==> src/rtl/sar_adc_ctrl_if.sv <==
// ============================================================================
//  Module      : sar_adc_ctrl_if
//  Description : Handshake and front-end bundle for the SAR ADC controller.
//                slave  : converter side (sar_adc_ctrl)
//                master : acquisition sequencer / analog front end side
//  Signals     : soc         start of conversion (sequencer -> converter)
//                cmp         comparator decision, 1 = Vin >= Vdac
//                sample_hold S/H tracking enable
//                dac_code    trial code for the DAC
//                data        last completed conversion result
//                busy        conversion in progress
//                eoc         end of conversion (level)
//                ovr         soc arrived while busy (one-cycle pulse)
//  Revision    : 1.0 - initial release
// ============================================================================
`default_nettype none

interface sar_adc_ctrl_if #(
  parameter int WIDTH = 8
);
  logic             soc;
  logic             cmp;
  logic             sample_hold;
  logic [WIDTH-1:0] dac_code;
  logic [WIDTH-1:0] data;
  logic             busy;
  logic             eoc;
  logic             ovr;

  modport slave (
    input  soc, cmp,
    output sample_hold, dac_code, data, busy, eoc, ovr
  );

  modport master (
    output soc, cmp,
    input  sample_hold, dac_code, data, busy, eoc, ovr
  );
endinterface

`default_nettype wire

==> src/rtl/sar_adc_ctrl.sv <==
// ============================================================================
//  Module      : sar_adc_ctrl
//  Description : Successive-approximation ADC controller. On soc it holds
//                sample_hold high for SAMPLE_CYCLES clocks, then performs a
//                WIDTH-step binary search against the external comparator
//                and presents the result on data with eoc held high.
//  Ports       : clk  - system clock, rising edge
//                rst  - asynchronous reset, active-high
//                bus  - sar_adc_ctrl_if.slave (soc, cmp in; sample_hold,
//                       dac_code, data, busy, eoc, ovr out)
//  Revision    : 1.0 - initial release
// ============================================================================
`default_nettype none

module sar_adc_ctrl #(
  parameter int WIDTH         = 8,
  parameter int SAMPLE_CYCLES = 2
) (
  input  wire logic     clk,
  input  wire logic     rst,
  sar_adc_ctrl_if.slave bus
);

  localparam logic [1:0] c_st_idle    = 2'd0;
  localparam logic [1:0] c_st_sample  = 2'd1;
  localparam logic [1:0] c_st_convert = 2'd2;
  localparam logic [1:0] c_st_done    = 2'd3;

  localparam int                  c_cnt_w    = (SAMPLE_CYCLES > 1) ? $clog2(SAMPLE_CYCLES) : 1;
  localparam logic [c_cnt_w-1:0]  c_cnt_last = c_cnt_w'(SAMPLE_CYCLES - 1);
  localparam logic [WIDTH-1:0]    c_msb      = {1'b1, {(WIDTH-1){1'b0}}};

  logic [1:0]         r_state;
  logic [1:0]         w_state_nxt;
  logic [c_cnt_w-1:0] r_cnt;
  logic [WIDTH-1:0]   r_trial;
  logic [WIDTH-1:0]   r_result;
  logic [WIDTH-1:0]   r_data;
  logic [WIDTH-1:0]   w_result_upd;
  logic               r_ovr;
  logic               w_busy;

  assign w_busy       = (r_state == c_st_sample) || (r_state == c_st_convert);
  // Keep the trial bit only if the input is at or above the trial level.
  assign w_result_upd = bus.cmp ? (r_result | r_trial) : r_result;

  // State register
  always_ff @(posedge clk or posedge rst) begin
    if (rst) begin
      r_state <= c_st_idle;
    end else begin
      r_state <= w_state_nxt;
    end
  end

  // Next-state logic
  always_comb begin
    w_state_nxt = r_state;
    case (r_state)
      c_st_idle, c_st_done: if (bus.soc) w_state_nxt = c_st_sample;
      c_st_sample:          if (r_cnt == c_cnt_last) w_state_nxt = c_st_convert;
      c_st_convert:         if (r_trial[0]) w_state_nxt = c_st_done;
      default:              w_state_nxt = c_st_idle;
    endcase
  end

  // Sample counter, search registers, result latch and overrun flag
  always_ff @(posedge clk or posedge rst) begin
    if (rst) begin
      r_cnt    <= '0;
      r_trial  <= '0;
      r_result <= '0;
      r_data   <= '0;
      r_ovr    <= 1'b0;
    end else begin
      // soc during a conversion is dropped; only the flag records it.
      r_ovr <= w_busy & bus.soc;
      case (r_state)
        c_st_idle, c_st_done: begin
          if (bus.soc) r_cnt <= '0;
        end
        c_st_sample: begin
          r_cnt <= r_cnt + 1'b1;
          if (r_cnt == c_cnt_last) begin
            r_trial  <= c_msb;
            r_result <= '0;
          end
        end
        c_st_convert: begin
          r_result <= w_result_upd;
          r_trial  <= r_trial >> 1;
          // Trial on bit 0 is the last step: publish the finished code.
          if (r_trial[0]) r_data <= w_result_upd;
        end
        default: ;
      endcase
    end
  end

  // Output decode
  always_comb begin
    bus.sample_hold = 1'b0;
    bus.busy        = 1'b0;
    bus.eoc         = 1'b0;
    bus.dac_code    = '0;
    case (r_state)
      c_st_sample: begin
        bus.sample_hold = 1'b1;
        bus.busy        = 1'b1;
      end
      c_st_convert: begin
        bus.busy     = 1'b1;
        bus.dac_code = r_result | r_trial;
      end
      c_st_done: begin
        bus.eoc      = 1'b1;
        bus.dac_code = r_result;
      end
      default: ;
    endcase
  end

  assign bus.data = r_data;
  assign bus.ovr  = r_ovr;

endmodule

`default_nettype wire

==> src/flat_wrapper.sv <==
// flat-port wrapper written by rule: the top's interface ports become plain ports
module sar_adc_ctrl_flat 
#(
  parameter int WIDTH         = 8,
  parameter int SAMPLE_CYCLES = 2
)
  (clk, rst, bus_soc, bus_cmp, bus_sample_hold, bus_dac_code, bus_data, bus_busy, bus_eoc, bus_ovr);
  sar_adc_ctrl_if #(.WIDTH(WIDTH)) bus_i ();
  input  wire logic clk;
  input  wire logic rst;
  input wire logic [$bits(bus_i.soc)-1:0] bus_soc;
  input wire logic [$bits(bus_i.cmp)-1:0] bus_cmp;
  output wire logic [$bits(bus_i.sample_hold)-1:0] bus_sample_hold;
  output wire logic [$bits(bus_i.dac_code)-1:0] bus_dac_code;
  output wire logic [$bits(bus_i.data)-1:0] bus_data;
  output wire logic [$bits(bus_i.busy)-1:0] bus_busy;
  output wire logic [$bits(bus_i.eoc)-1:0] bus_eoc;
  output wire logic [$bits(bus_i.ovr)-1:0] bus_ovr;
  assign bus_i.soc = bus_soc;
  assign bus_i.cmp = bus_cmp;
  assign bus_sample_hold = bus_i.sample_hold;
  assign bus_dac_code = bus_i.dac_code;
  assign bus_data = bus_i.data;
  assign bus_busy = bus_i.busy;
  assign bus_eoc = bus_i.eoc;
  assign bus_ovr = bus_i.ovr;
  sar_adc_ctrl #(.WIDTH(WIDTH), .SAMPLE_CYCLES(SAMPLE_CYCLES)) u_core (.clk(clk), .rst(rst), .bus(bus_i));
endmodule
==> config.mk <==
export PLATFORM = sky130hd
export DESIGN_NAME = sar_adc_ctrl_flat
export DESIGN_NICKNAME = d
export VERILOG_FILES = /design/src/rtl/sar_adc_ctrl_if.sv /design/src/rtl/sar_adc_ctrl.sv /design/src/flat_wrapper.sv
export SDC_FILE = /design/constraint.sdc
export NUM_CORES = 1
export LEC_CHECK = 0
export CORE_ASPECT_RATIO = 0.9
export CORE_MARGIN = 5
export CORE_UTILIZATION = 40
export CTS_BUF_LIST = sky130_fd_sc_hd__clkbuf_16
export DETAILED_ROUTE_END_ITERATION = 6
export GPL_TIMING_DRIVEN = 0
export REMOVE_ABC_BUFFERS = 1
export SYNTH_ARGS = -nofsm -noshare
export SYNTH_HDL_FRONTEND = slang
export SYNTH_SLANG_ARGS = --single-unit
==> constraint.sdc <==
create_clock -name clk -period 2.1 [get_ports clk]
set_input_delay 0.21 -clock clk [delete_from_list [all_inputs] [get_ports clk]]
set_output_delay 0.21 -clock clk [all_outputs]
set_load 0.02 [all_outputs]
-- Word level (Yosys, flattened, before mapping)
Index checks and enable logic that the tools add are counted.
- add/sub/neg operators: 1
- multipliers: 0
- div/mod/pow operators: 0
- $lt $le $gt $ge: 0
- equality and inequality tests: 6
- shift-type cells: 0
- multiplexer cells: 15
- bitwise logic cells: 2
- reduce and logical (&&, ||, !) cells: 10
- operator list (kind ; count):
    $pmux 8 s2 ; 3
    $mux 8 ; 3
    $or 8x8->8 ; 1
    $mux 2 ; 3
    $pmux 2 s3 ; 1
    $reduce_and 2->1 ; 3
    $eq 2x2->1 const B ; 2
    $mux 1 ; 4
    $ne 2x1->1 const B ; 2
    $reduce_bool 2->1 ; 2
    $reduce_or 2->1 ; 2
    $reduce_and 3->1 ; 1
    $eq 2x1->1 const B ; 1
    $logic_not 2->1 ; 1
    $ne 2x2->1 const B ; 1
    $pmux 1 s2 ; 1
    $add 1x1->1 const B ; 1
    $and 1x1->1 ; 1
    $logic_or 1x1->1 ; 1
- register bits: 28
- bits in latches: 0
- memory bits (writable): 0
- memory bits (read-only): 0
- input port bits: 4
- output and inout bits: 20
- memories kept: 0

-- Longest topological paths before layout
Gate-level depths: netlist (run 1).
- word-level depth: 4
- gate-level depth with buffers: 8
- depth with buffers taken out: 5

-- Worst setup path before layout (run 1)
No wires, ideal clock.
- path type: reg-to-output
- from: register u_core.r_state[0]
- to: output bus_dac_code[0]
- arrival time: 1.524 ns
- path slack: 0.366 ns
- stages on the path, launching flop included: 9
- path buffers: 3
- path through: dfrtp_1 -> inv_1 -> ha_1 -> buf_4 -> and2_1 -> buf_2 -> buf_4 -> nor2_1 -> nor2_1
- word-level cells in the longest chain between the ends: 2
- RTL lines (element ; line ; source):
    start: declaration ; sar_adc_ctrl.sv:33 ; logic [1:0] r_state;
    start signal: assignment ; sar_adc_ctrl.sv:50 ; r_state <= c_st_idle;
    start signal: assignment ; sar_adc_ctrl.sv:52 ; r_state <= w_state_nxt;
    $eq 2x2->1 ; sar_adc_ctrl.sv:106 ; case (r_state)
    $pmux 8 s2 * ; sar_adc_ctrl.sv:106 ;
    end: declaration ; flat_wrapper.sv:14 ; output wire logic [$bits(bus_i.dac_code)-1:0] bus_dac_code;
Mark *: on every way between the ends. The rest lies on a longest branch, timed or not.

-- Worst setup path after layout (run 1)
- from: register u_core.r_state[1]
- to: output bus_sample_hold
- word-level cells in the longest chain between the ends: 2
- RTL lines (element ; line ; source):
    $eq 2x1->1 ; sar_adc_ctrl.sv:106 ;
    $mux 1 ; sar_adc_ctrl.sv:106 ;
    end: declaration ; flat_wrapper.sv:13 ; output wire logic [$bits(bus_i.sample_hold)-1:0] bus_sample_hold;
Every way passes these cells.

==> results.yml, run 1 <==
die:
  top_level_ports: 24
  rows: 19
  die_w_microns: 70.01
  core-area_sq_um: 3090
  initial_core_util: 0.4194
  die-area_sq_um: 4481
  die_h_microns: 64.01
clock_network:
  cts_tree: "yes"
  clock_latency_ns: 0.26
  cts.clk_slew.worst_paths_ns: 0.07
  cts_buffer_depth: 2
  htreeDepth: 1
  cts_root_buffer: "clkbuf_16"
  clock-sinks: 28
  numCtsBuffers: 3
place:
  port_buffers: 23
  dp_cells: 196
  hpwl_microns: 1762
  place_congestion: 0.6848
  place_area_sq_um: 1535
setup_path:
  crit_path_end_kind: "output port"
  crit_path_start: "u_core.r_state[1]"
  reg2reg_from: "u_core.r_state[1]"
  required_ns: 1.89
  critical_path_class: "reg2out"
  arrival_ns: 1.82
  crit_fanout: 6
  start_kind: "flop"
synthesis:
  netlist.top_cell.by_area: "dfrtp_1"
  netlist_area_sq_um: 1296
  synthesis.instances: 138
  yosysUniqueCellTypes: 21
  ys_seq_area_frac: 0.5405
  synthTopCellsByArea: "dfrtp_1 (54%), a21oi_1 (9.3%), nor2_1 (7.8%)"
  synth-seq-cells: 28
  avgSynthCellArea_sq_um: 9.393
  yosys.area.top_type_share: 0.5405
  ys_warn_count: 0
pwr:
  peakVddDrop_uv: 723.4
  power_mw: 2.113
  power.density_nw_per_um2: 1248
  leakage_nw: 0.7948
worst_hold_path:
  min_path_type: "in2async"
route:
  drc: 0
  avgViaCountPerCell: 4.923
  routedWlPerCell_microns: 13.72
  routed_wl_microns: 2853
  ant_nets: 0
  via_count: 1024
  firstDrtPassIters: 4
  dr.first_iter.drc_count: 68
layout:
  layout_common_cells: "dfrtp_1 (28), nor2_1 (27), a21oi_1 (23)"
  diodes: 0
  nets: 176
  drive_above_1_share: 0.1084
  instances_no_fill: 208
  nFillCells: 284
  design_area_sq_um: 1693
  syn2layout_area_growth_pct: 30.60
  final_common_cell: "dfrtp_1"
global_routing:
  grt_pass1_vias: 1009
  gr-total-overflow: 0
  grt_pass1_wl_microns: 4685
  gr-usage-all-layers: 0.1343
  grt_max_degree: 29
  antenna_found_initial: 0
outcome:
  status: "completed"
run:
  cap_violations: 0
sta:
  finalCritPeriodShare: 0.9658
  period_minus_slack_ns: 2.028
  finClkSkew_ns: 0.006554
  max_freq_ghz: 0.4930
  tightest_slew_ns: 1.043
  final_max_slew_viol_count: 0
  setup_viol_count_final: 0
  slew_headroom: 0.3036
  fin_hold_ws_ns: 0.5075
  hold_violations: 0
[layer usage]
metal  GRT usage  routed length (microns)
met2      0.2252                     1351
met4     0.06459                       54
met5           0                        0
met3     0.04545                      153
met1      0.1547                     1293
[flip-flops by register name, indices dropped and copies added, names as in the netlist]
| signal | flops |
|---|---|
| u_core.r_cnt | 1 |
| u_core.bus.data | 8 |
| u_core.r_trial | 8 |
| u_core.r_state | 2 |
| u_core.r_result | 8 |
| u_core.bus.ovr | 1 |
[synthesized netlist by cell type]
library cell and number:
dfrtp_1 28, clkbuf_1 2, ha_1 5, o21ai_0 2
nand2_1 15, buf_6 1, o221ai_1 1, a31oi_1 8
buf_4 2, inv_1 5, nor2_4 1, mux2i_2 1
mux2_4 1, nand2b_1 1, nor2_1 27, buf_2 2
nand3_1 7, a21oi_1 24, and2_1 1, mux2i_1 3
nor2b_1 1
[metrics by stage]
step / setup slack, ns / setup TNS (ns) / utilization
6_report: 0.07178 / 0 / 0.5478
5_1_grt: -0.01010 / -0.01010 / 0.5478
4_1_cts: 0.02710 / 0 / 0.5397
3_5_place_dp: -0.6987 / -4.402 / 0.4968
3_3_place_gp: -0.7033 / -4.390 / 0.4968
2_1_floorplan: 0.1054 / 0 / -
[layout make-up]
type / instances / area, sq um / share of cell area
clock inverter: 1 / 3.754 / 0.002217
inverter: 5 / 18.77 / 0.01109
clock buffer: 3 / 75.07 / 0.04435
tap: 42 / 52.55 / 0.03104
multi-input combinational: 98 / 561.8 / 0.3319
timing repair buffer: 31 / 280.3 / 0.1656
sequential: 28 / 700.7 / 0.4139
[worst paths after layout]
check | endpoint | slack [ns] | cells past startpoint
max | bus_sample_hold | 0.07 | 3
min | u_core.r_trial[7] | 0.51 | 2
max reg2reg | u_core.r_result[2] | 0.33 | 5
min reg2reg | u_core.bus.data[5] | 0.53 | 2
max in group asynchronous | u_core.bus.data[2] | 0.95 | 2
min in group clk | u_core.bus.data[5] | 0.53 | 2
[report_power, final]
| group | switching [mW] | total [mW] | leakage [nW] | internal (mW) |
|---|---|---|---|---|
| logic | 0.554 | 0.989 | 0.421 | 0.435 |
| registers | 0.0778 | 0.696 | 0.335 | 0.618 |
| clock network | 0.173 | 0.428 | 0.0385 | 0.255 |
| total | 0.804 | 2.11 | 0.795 | 1.31 |
[critical path, cell delays in order (launching register included)]
cell and delay (ns):
dfrtp_1 0.44, inv_1 0.13, ha_1 0.33, clkdlybuf4s50_1 0.67
[kinds of logic after synthesis]
kind of cell	share of synthesized area
AND/OR/NAND/NOR	0.1718
AO/OA/AOI/OAI	0.1458
adder cells (fa/ha/maj)	0.04826
multiplexers	0.04536
flip-flops	0.5405
buffers and inverters	0.04826
[repair_timing]
| item | CTS | global route |
|---|---|---|
| buffers inserted | 5 | 3 |
| pin swaps | 1 | 1 |
| gates resized for setup | 14 | 1 |
| setup endpoints to repair | 14 | 4 |
| hold buffers | 0 | 0 |
Note: power is estimated with default switching activity, not from simulation.
==> run 2, diff against run 1 <==
--- a/config.mk
+++ b/config.mk
@@ -10,7 +10,8 @@
 export CORE_UTILIZATION = 40
 export CTS_BUF_LIST = sky130_fd_sc_hd__clkbuf_16
 export DETAILED_ROUTE_END_ITERATION = 6
-export GPL_TIMING_DRIVEN = 0
+export DONT_BUFFER_PORTS = 1
+export GPL_TIMING_DRIVEN = 1
 export REMOVE_ABC_BUFFERS = 1
 export SYNTH_ARGS = -nofsm -noshare
 export SYNTH_HDL_FRONTEND = slang
==> run 2 against run 1 <==
  * Die area unchanged
  * Combinational power down 26%
  * Via count shrank 5.1%
  * Hold slack lost 0.41 ns
  * Maximum frequency up 5.7%
  * Global-route usage fell by 0.89 points
  * Sequential share of layout area up 4.9 points
  * Cell count down 8.7%
  * Register-to-register slack improved by 0.12 ns
  * Clock power up 31%
  * Critical path depth is 2 higher
==> results.yml, run 2 (same netlist as run 1, synthesis figures left out) <==
global_routing:
  antenna_found_initial: 0
  grt_max_degree: 25
  grt_pass1_wl_microns: 4560
  gr-usage-all-layers: 0.1253
  gr-total-overflow: 0
  grt_pass1_vias: 967
pwr:
  p_int_mw: 1.238
  swShare: 0.3795
  power.density_nw_per_um2: 1318
  p_clk_frac: 0.281
  power_mw: 1.995
  combPwrFrac: 0.366
  p_sw_mw: 0.7573
  peakVddDrop_uv: 845.3
  p_seq_frac: 0.353
  leakage_nw: 0.7086
clock_network:
  cts_tree: "yes"
  clock-sinks: 28
  numCtsBuffers: 3
  cts.clk_slew.worst_paths_ns: 0.07
  cts_root_buffer: "clkbuf_16"
  clock_latency_ns: 0.26
  htreeDepth: 1
  cts_buffer_depth: 2
sta:
  slew_headroom: 0.6419
  hold_violations: 0
  rsz0062_at_grt: "false"
  fin_tns_setup_ns: 0
  finClkSkew_ns: 0.003247
  period_minus_slack_ns: 1.919
  max_freq_ghz: 0.5212
  finalCritPeriodShare: 0.9137
  tightest_slew_ns: 0.5267
  setup_ws_ns: 0.1812
  final_max_slew_viol_count: 0
  fin_hold_ws_ns: 0.09370
  setup_viol_count_final: 0
layout:
  design_area_sq_um: 1514
  nFillCells: 297
  syn2layout_area_growth_pct: 16.80
  diodes: 0
  nets: 158
  final_util: 0.4899
  multi_input_area_sq_um: 536.8
  drive_above_1_share: 0.1351
  final_common_cell: "dfrtp_1"
  layout_common_cells: "dfrtp_1 (28), nor2_1 (27), a21oi_1 (23)"
  regArea_sq_um: 700.7
  instances_no_fill: 190
route:
  ant_nets: 0
  drc: 0
  avgViaCountPerCell: 5.116
  routedWlPerCell_microns: 13.91
  routed_wl_microns: 2642
  dr.first_iter.drc_count: 72
  via_count: 972
  firstDrtPassIters: 4
setup_path:
  crit_path_end_kind: "output port"
  crit_fanout: 8
  critical_path_class: "reg2out"
  worstPathCellList: "inv_1, ha_1, a21oi_2, nor2_1, buf_4"
  start_kind: "flop"
  arrival_ns: 1.71
  crit_path_top_delay_cell: "a21oi_2"
  cpPeakStageDelay_ns: 0.41
  required_ns: 1.89
worst_hold_path:
  min_path_type: "in2reg"
outcome:
  status: "completed"
place:
  hpwl_microns: 1806
  dp_cells: 185
  post-place-ws_ns: 0.2204
  port_buffers: 0
  place_area_sq_um: 1395
  place_congestion: 0.6828
die:
  rows: 19
  initial_core_util: 0.4194
  die_h_microns: 64.01
  top_level_ports: 24
  core-area_sq_um: 3090
  die_w_microns: 70.01
  die-area_sq_um: 4481
run:
  cap_violations: 0
==> run 2: changes by cell type in the layout (fill, tap and decap cells not counted), moves of 2 or more <==
| cell | before | now |
|---|---|---|
| ha_1 | 3 | 5 |
| buf_4 | 8 | 12 |
| dlygate4sd2_1 | 8 | 0 |
| clkdlybuf4s50_1 | 15 | 0 |
==> run 2: critical path, delay by kind of cell (launching register included) <==
family | cells | cell delay (ns)
AO/OA/AOI/OAI | 1 | 0.41
flip-flops | 1 | 0.40
buffers and inverters | 2 | 0.27
adder cells (fa/ha/maj) | 1 | 0.25
AND/OR/NAND/NOR | 1 | 0.12
==> run 2: cell type report <==
| class | count | share of cell area |
|---|---|---|
| Timing Repair Buffer | 13 | 0.06612 |
| Sequential cell | 28 | 0.4628 |
| Clock buffer | 3 | 0.04959 |
| Multi-Input combinational cell | 98 | 0.3545 |
| Inverter | 5 | 0.01240 |
| Clock inverter | 1 | 0.01983 |
| Tap cell | 42 | 0.03471 |
==> run 2: worst paths after layout <==
check	start	to	slack [ns]	cells after the start
hold reg to reg	u_core.r_result[3]	u_core.r_result[3]	0.53	2
min in group asynchronous	rst	u_core.r_state[0]	0.30	2
setup reg to reg	u_core.r_state[1]	u_core.r_result[6]	0.45	5
max in group asynchronous	rst	u_core.bus.data[6]	1.25	3
setup / recovery	u_core.r_state[0]	bus_dac_code[1]	0.18	5
hold / removal	bus_soc	u_core.bus.ovr	0.09	1
==> run 2: routing by layer <==
| layer | routed length [microns] | GRT usage |
|---|---|---|
| met3 | 150 | 0.02821 |
| met1 | 1271 | 0.1637 |
| met5 | 0 | 0 |
| met4 | 31 | 0.03589 |
| met2 | 1188 | 0.2099 |
==> run 2: power by group through the flow <==
stage | registers (mW) | logic (mW) | clock network (mW)
after floorplan | 0.697 | 0.544 | 0
after global placement | 0.708 | 0.705 | 0
after detailed placement | 0.715 | 0.721 | 0
after CTS | 0.705 | 0.735 | 0.572
after global routing | 0.715 | 0.798 | 0.598
final | 0.705 | 0.730 | 0.560
==> run 2: timing repair <==
item,CTS,global route
hold endpoints to repair,4,0
hold buffers,1,0
endpoints found under the setup margin,8,0
setup buffers,0,0
gates resized for setup,1,0
==> run 3, diff against run 2 <==
--- a/config.mk
+++ b/config.mk
@@ -5,6 +5,8 @@
 export SDC_FILE = /design/constraint.sdc
 export NUM_CORES = 1
 export LEC_CHECK = 0
+export ABC_AREA = 1
+export CAP_MARGIN = 40
 export CORE_ASPECT_RATIO = 0.9
 export CORE_MARGIN = 5
 export CORE_UTILIZATION = 40
==> constraint.sdc (replaced) <==
create_clock -name clk -period 2.4 [get_ports clk]
set_input_delay 0.24 -clock clk [delete_from_list [all_inputs] [get_ports clk]]
set_output_delay 0.24 -clock clk [all_outputs]
set_load 0.02 [all_outputs]
==> run 3 against run 2 <==
  * Sequential power fell by 15%
  * Area after synthesis rose by 14%
  * Via count rose by 15%
  * Critical path depth did not move
  * Largest power group unchanged
==> results.yml, run 3 <==
pwr:
  peakVddDrop_uv: 452.9
  leakage_nw: 0.9646
  power.density_nw_per_um2: 1010
die:
  die_w_microns: 73.93
  die_h_microns: 67.54
  initial_core_util: 0.4261
  die-area_sq_um: 4993
  rows: 20
  top_level_ports: 24
  core-area_sq_um: 3453
route:
  firstDrtPassIters: 4
  met3_length_microns: 144
  avgViaCountPerCell: 4.746
  drc: 0
  top_layer_used: "met4"
  ant_nets: 0
  dr.first_iter.drc_count: 51
  routedWlPerCell_microns: 12.08
  wl_met2_microns: 1352
  wl_met1_microns: 1326
  routed_wl_microns: 2850
  via_count: 1120
synthesis:
  synth_edf_count: 0
  ys_seq_area_frac: 0.4762
  ys_warn_count: 0
  synth-main-ff-cell: "dfrtp_1"
  yosys.area.top_type_share: 0.4762
  synth-seq-cells: 28
  netlist.top_cell.by_area: "dfrtp_1"
  yosys-top-cells-count: "nand2_1 (81), inv_1 (31), dfrtp_1 (28), nand2_2 (12)"
  yosysUniqueCellTypes: 17
  synthArstFlopShare: 1.000
  netlist_area_sq_um: 1471
  avgSynthCellArea_sq_um: 7.704
  synthesis.instances: 191
  synthTopCellsByArea: "dfrtp_1 (48%), nand2_1 (21%), inv_1 (7.9%)"
  yosysMostFrequentCell: "nand2_1"
sta:
  slew_headroom: 0.7380
  finClkSkew_ns: 0.003000
  final_max_slew_viol_count: 0
  max_freq_ghz: 0.4804
  setup_viol_count_final: 0
  rsz0062_at_grt: "false"
  period_minus_slack_ns: 2.081
  hold_violations: 0
  fin_tns_setup_ns: 0
  tightest_slew_ns: 0.3929
  finalCritPeriodShare: 0.8673
clock_network:
  cts_buffer_depth: 2
  cts-hold-fix-buffers: 1
  numCtsBuffers: 3
  cts.clk_slew.worst_paths_ns: 0.07
  post_cts_buffers: 0
  cts_root_buffer: "clkbuf_16"
  cts_tree: "yes"
  clock-sinks: 28
  htreeDepth: 1
  clock_latency_ns: 0.26
  post_cts_resized: 0
global_routing:
  grt_max_degree: 29
  antenna_found_initial: 0
  gr-total-overflow: 0
  grt_pass1_vias: 1091
  grt_pass1_wl_microns: 5023
  gr-usage-all-layers: 0.1328
setup_path:
  crit_family: "compound AO/OA/AOI/OAI gates"
  cpPeakStageDelay_ns: 0.43
  required_ns: 2.16
  endpoint: "bus_dac_code[1]"
  crit_path_frequent_cell: "inv_1"
  crit_fanout: 11
  rr_worst_depth: 7
  crit_path_end_kind: "output port"
  arrival_ns: 1.84
  reg2reg_from: "u_core.r_state[1]"
  crit_buf_inv: 2
  worstSetupPathDepth: 5
  crit_path_top_delay_cell: "dfrtp_1"
  critical_path_class: "reg2out"
  worstPathCellList: "inv_1, ha_1, a21o_1, o21ai_0, inv_1"
  start_kind: "flop"
  r2r-end: "u_core.r_result[7]"
  crit_path_start: "u_core.r_state[0]"
  r2r_setup_slack_ns: 0.76
layout:
  final_common_cell: "nand2_1"
  syn2layout_area_growth_pct: 7.143
  nets: 203
  instances_no_fill: 236
  layout_common_cells: "nand2_1 (81), inv_1 (31), dfrtp_1 (28)"
  diodes: 0
  final_util: 0.4565
  drive_above_1_share: 0.1042
  nFillCells: 335
  design_area_sq_um: 1577
place:
  place_area_sq_um: 1491
  hpwl_microns: 2062
  dp_cells: 232
  place_congestion: 0.7858
  port_buffers: 0
run:
  cap_violations: 0
worst_hold_path:
  min_path_type: "in2reg"
  holdPathStages: 2
outcome:
  status: "completed"
## run 3: changes by cell type after synthesis, moves of 2 or more
cell and delta:
nand2_1 +66, inv_1 +26, nor2_1 -26, a21oi_1 -24, nand2_2 +12, a31oi_1 -8
o21ai_0 +8, a21o_1 +3, mux2i_1 -3, nand3_1 +3, buf_2 -2, nand4_1 +2
## run 3: cells by family after synthesis
family	Yosys count	share of synthesized area
AO/OA/AOI/OAI	13	0.04932
adder cells (fa/ha/maj)	5	0.04252
buffers and inverters	38	0.1216
flip-flops	28	0.4762
AND/OR/NAND/NOR	107	0.3104
## run 3: power breakdown
part | switching, mW | internal [mW] | total (mW)
clock | 0.151 | 0.221 | 0.372
sequential | 0.0632 | 0.536 | 0.599
combinational | 0.449 | 0.171 | 0.620
total | 0.664 | 0.928 | 1.59
## run 3: stage by stage
step	total power, mW	setup WS (ns)	hold WS, ns
after global placement	1.211	0.6190	0.2195
after CTS	1.611	0.2877	0.1009
final	1.592	0.3185	0.1016
after detailed placement	1.236	0.5745	0.2249
after global routing	1.720	0.1218	0.1178
after floorplan	1.088	0.6707	0.3054
## run 3: worst min-delay path by stage
stage | start | slack (ns) | end
6_report | bus_soc | 0.10 | u_core.bus.ovr
2_1_floorplan | rst | 0.31 | u_core.bus.data[0]
3_3_place_gp | rst | 0.22 | u_core.r_cnt
4_1_cts | bus_soc | 0.10 | u_core.bus.ovr
3_5_place_dp | rst | 0.22 | u_core.bus.ovr
5_1_grt | bus_soc | 0.12 | u_core.bus.ovr
## run 3: final cells by class
class                           instances  area (sq um)  share of cell area
Clock buffer                            3         75.07             0.04762
Inverter                               33         128.9             0.08175
Multi-Input combinational cell        125         591.8              0.3754
Sequential cell                        28         700.7              0.4444
Tap cell                               44         55.05             0.03492
Timing Repair Buffer                    3         25.02             0.01587
## run 3: routing by layer
metal  vias to the layer above  track usage
li1                        574            -
met1                       522       0.1690
met2                        20       0.2157
met3                         4      0.04762
met4                         0      0.03167
met5                         -            0
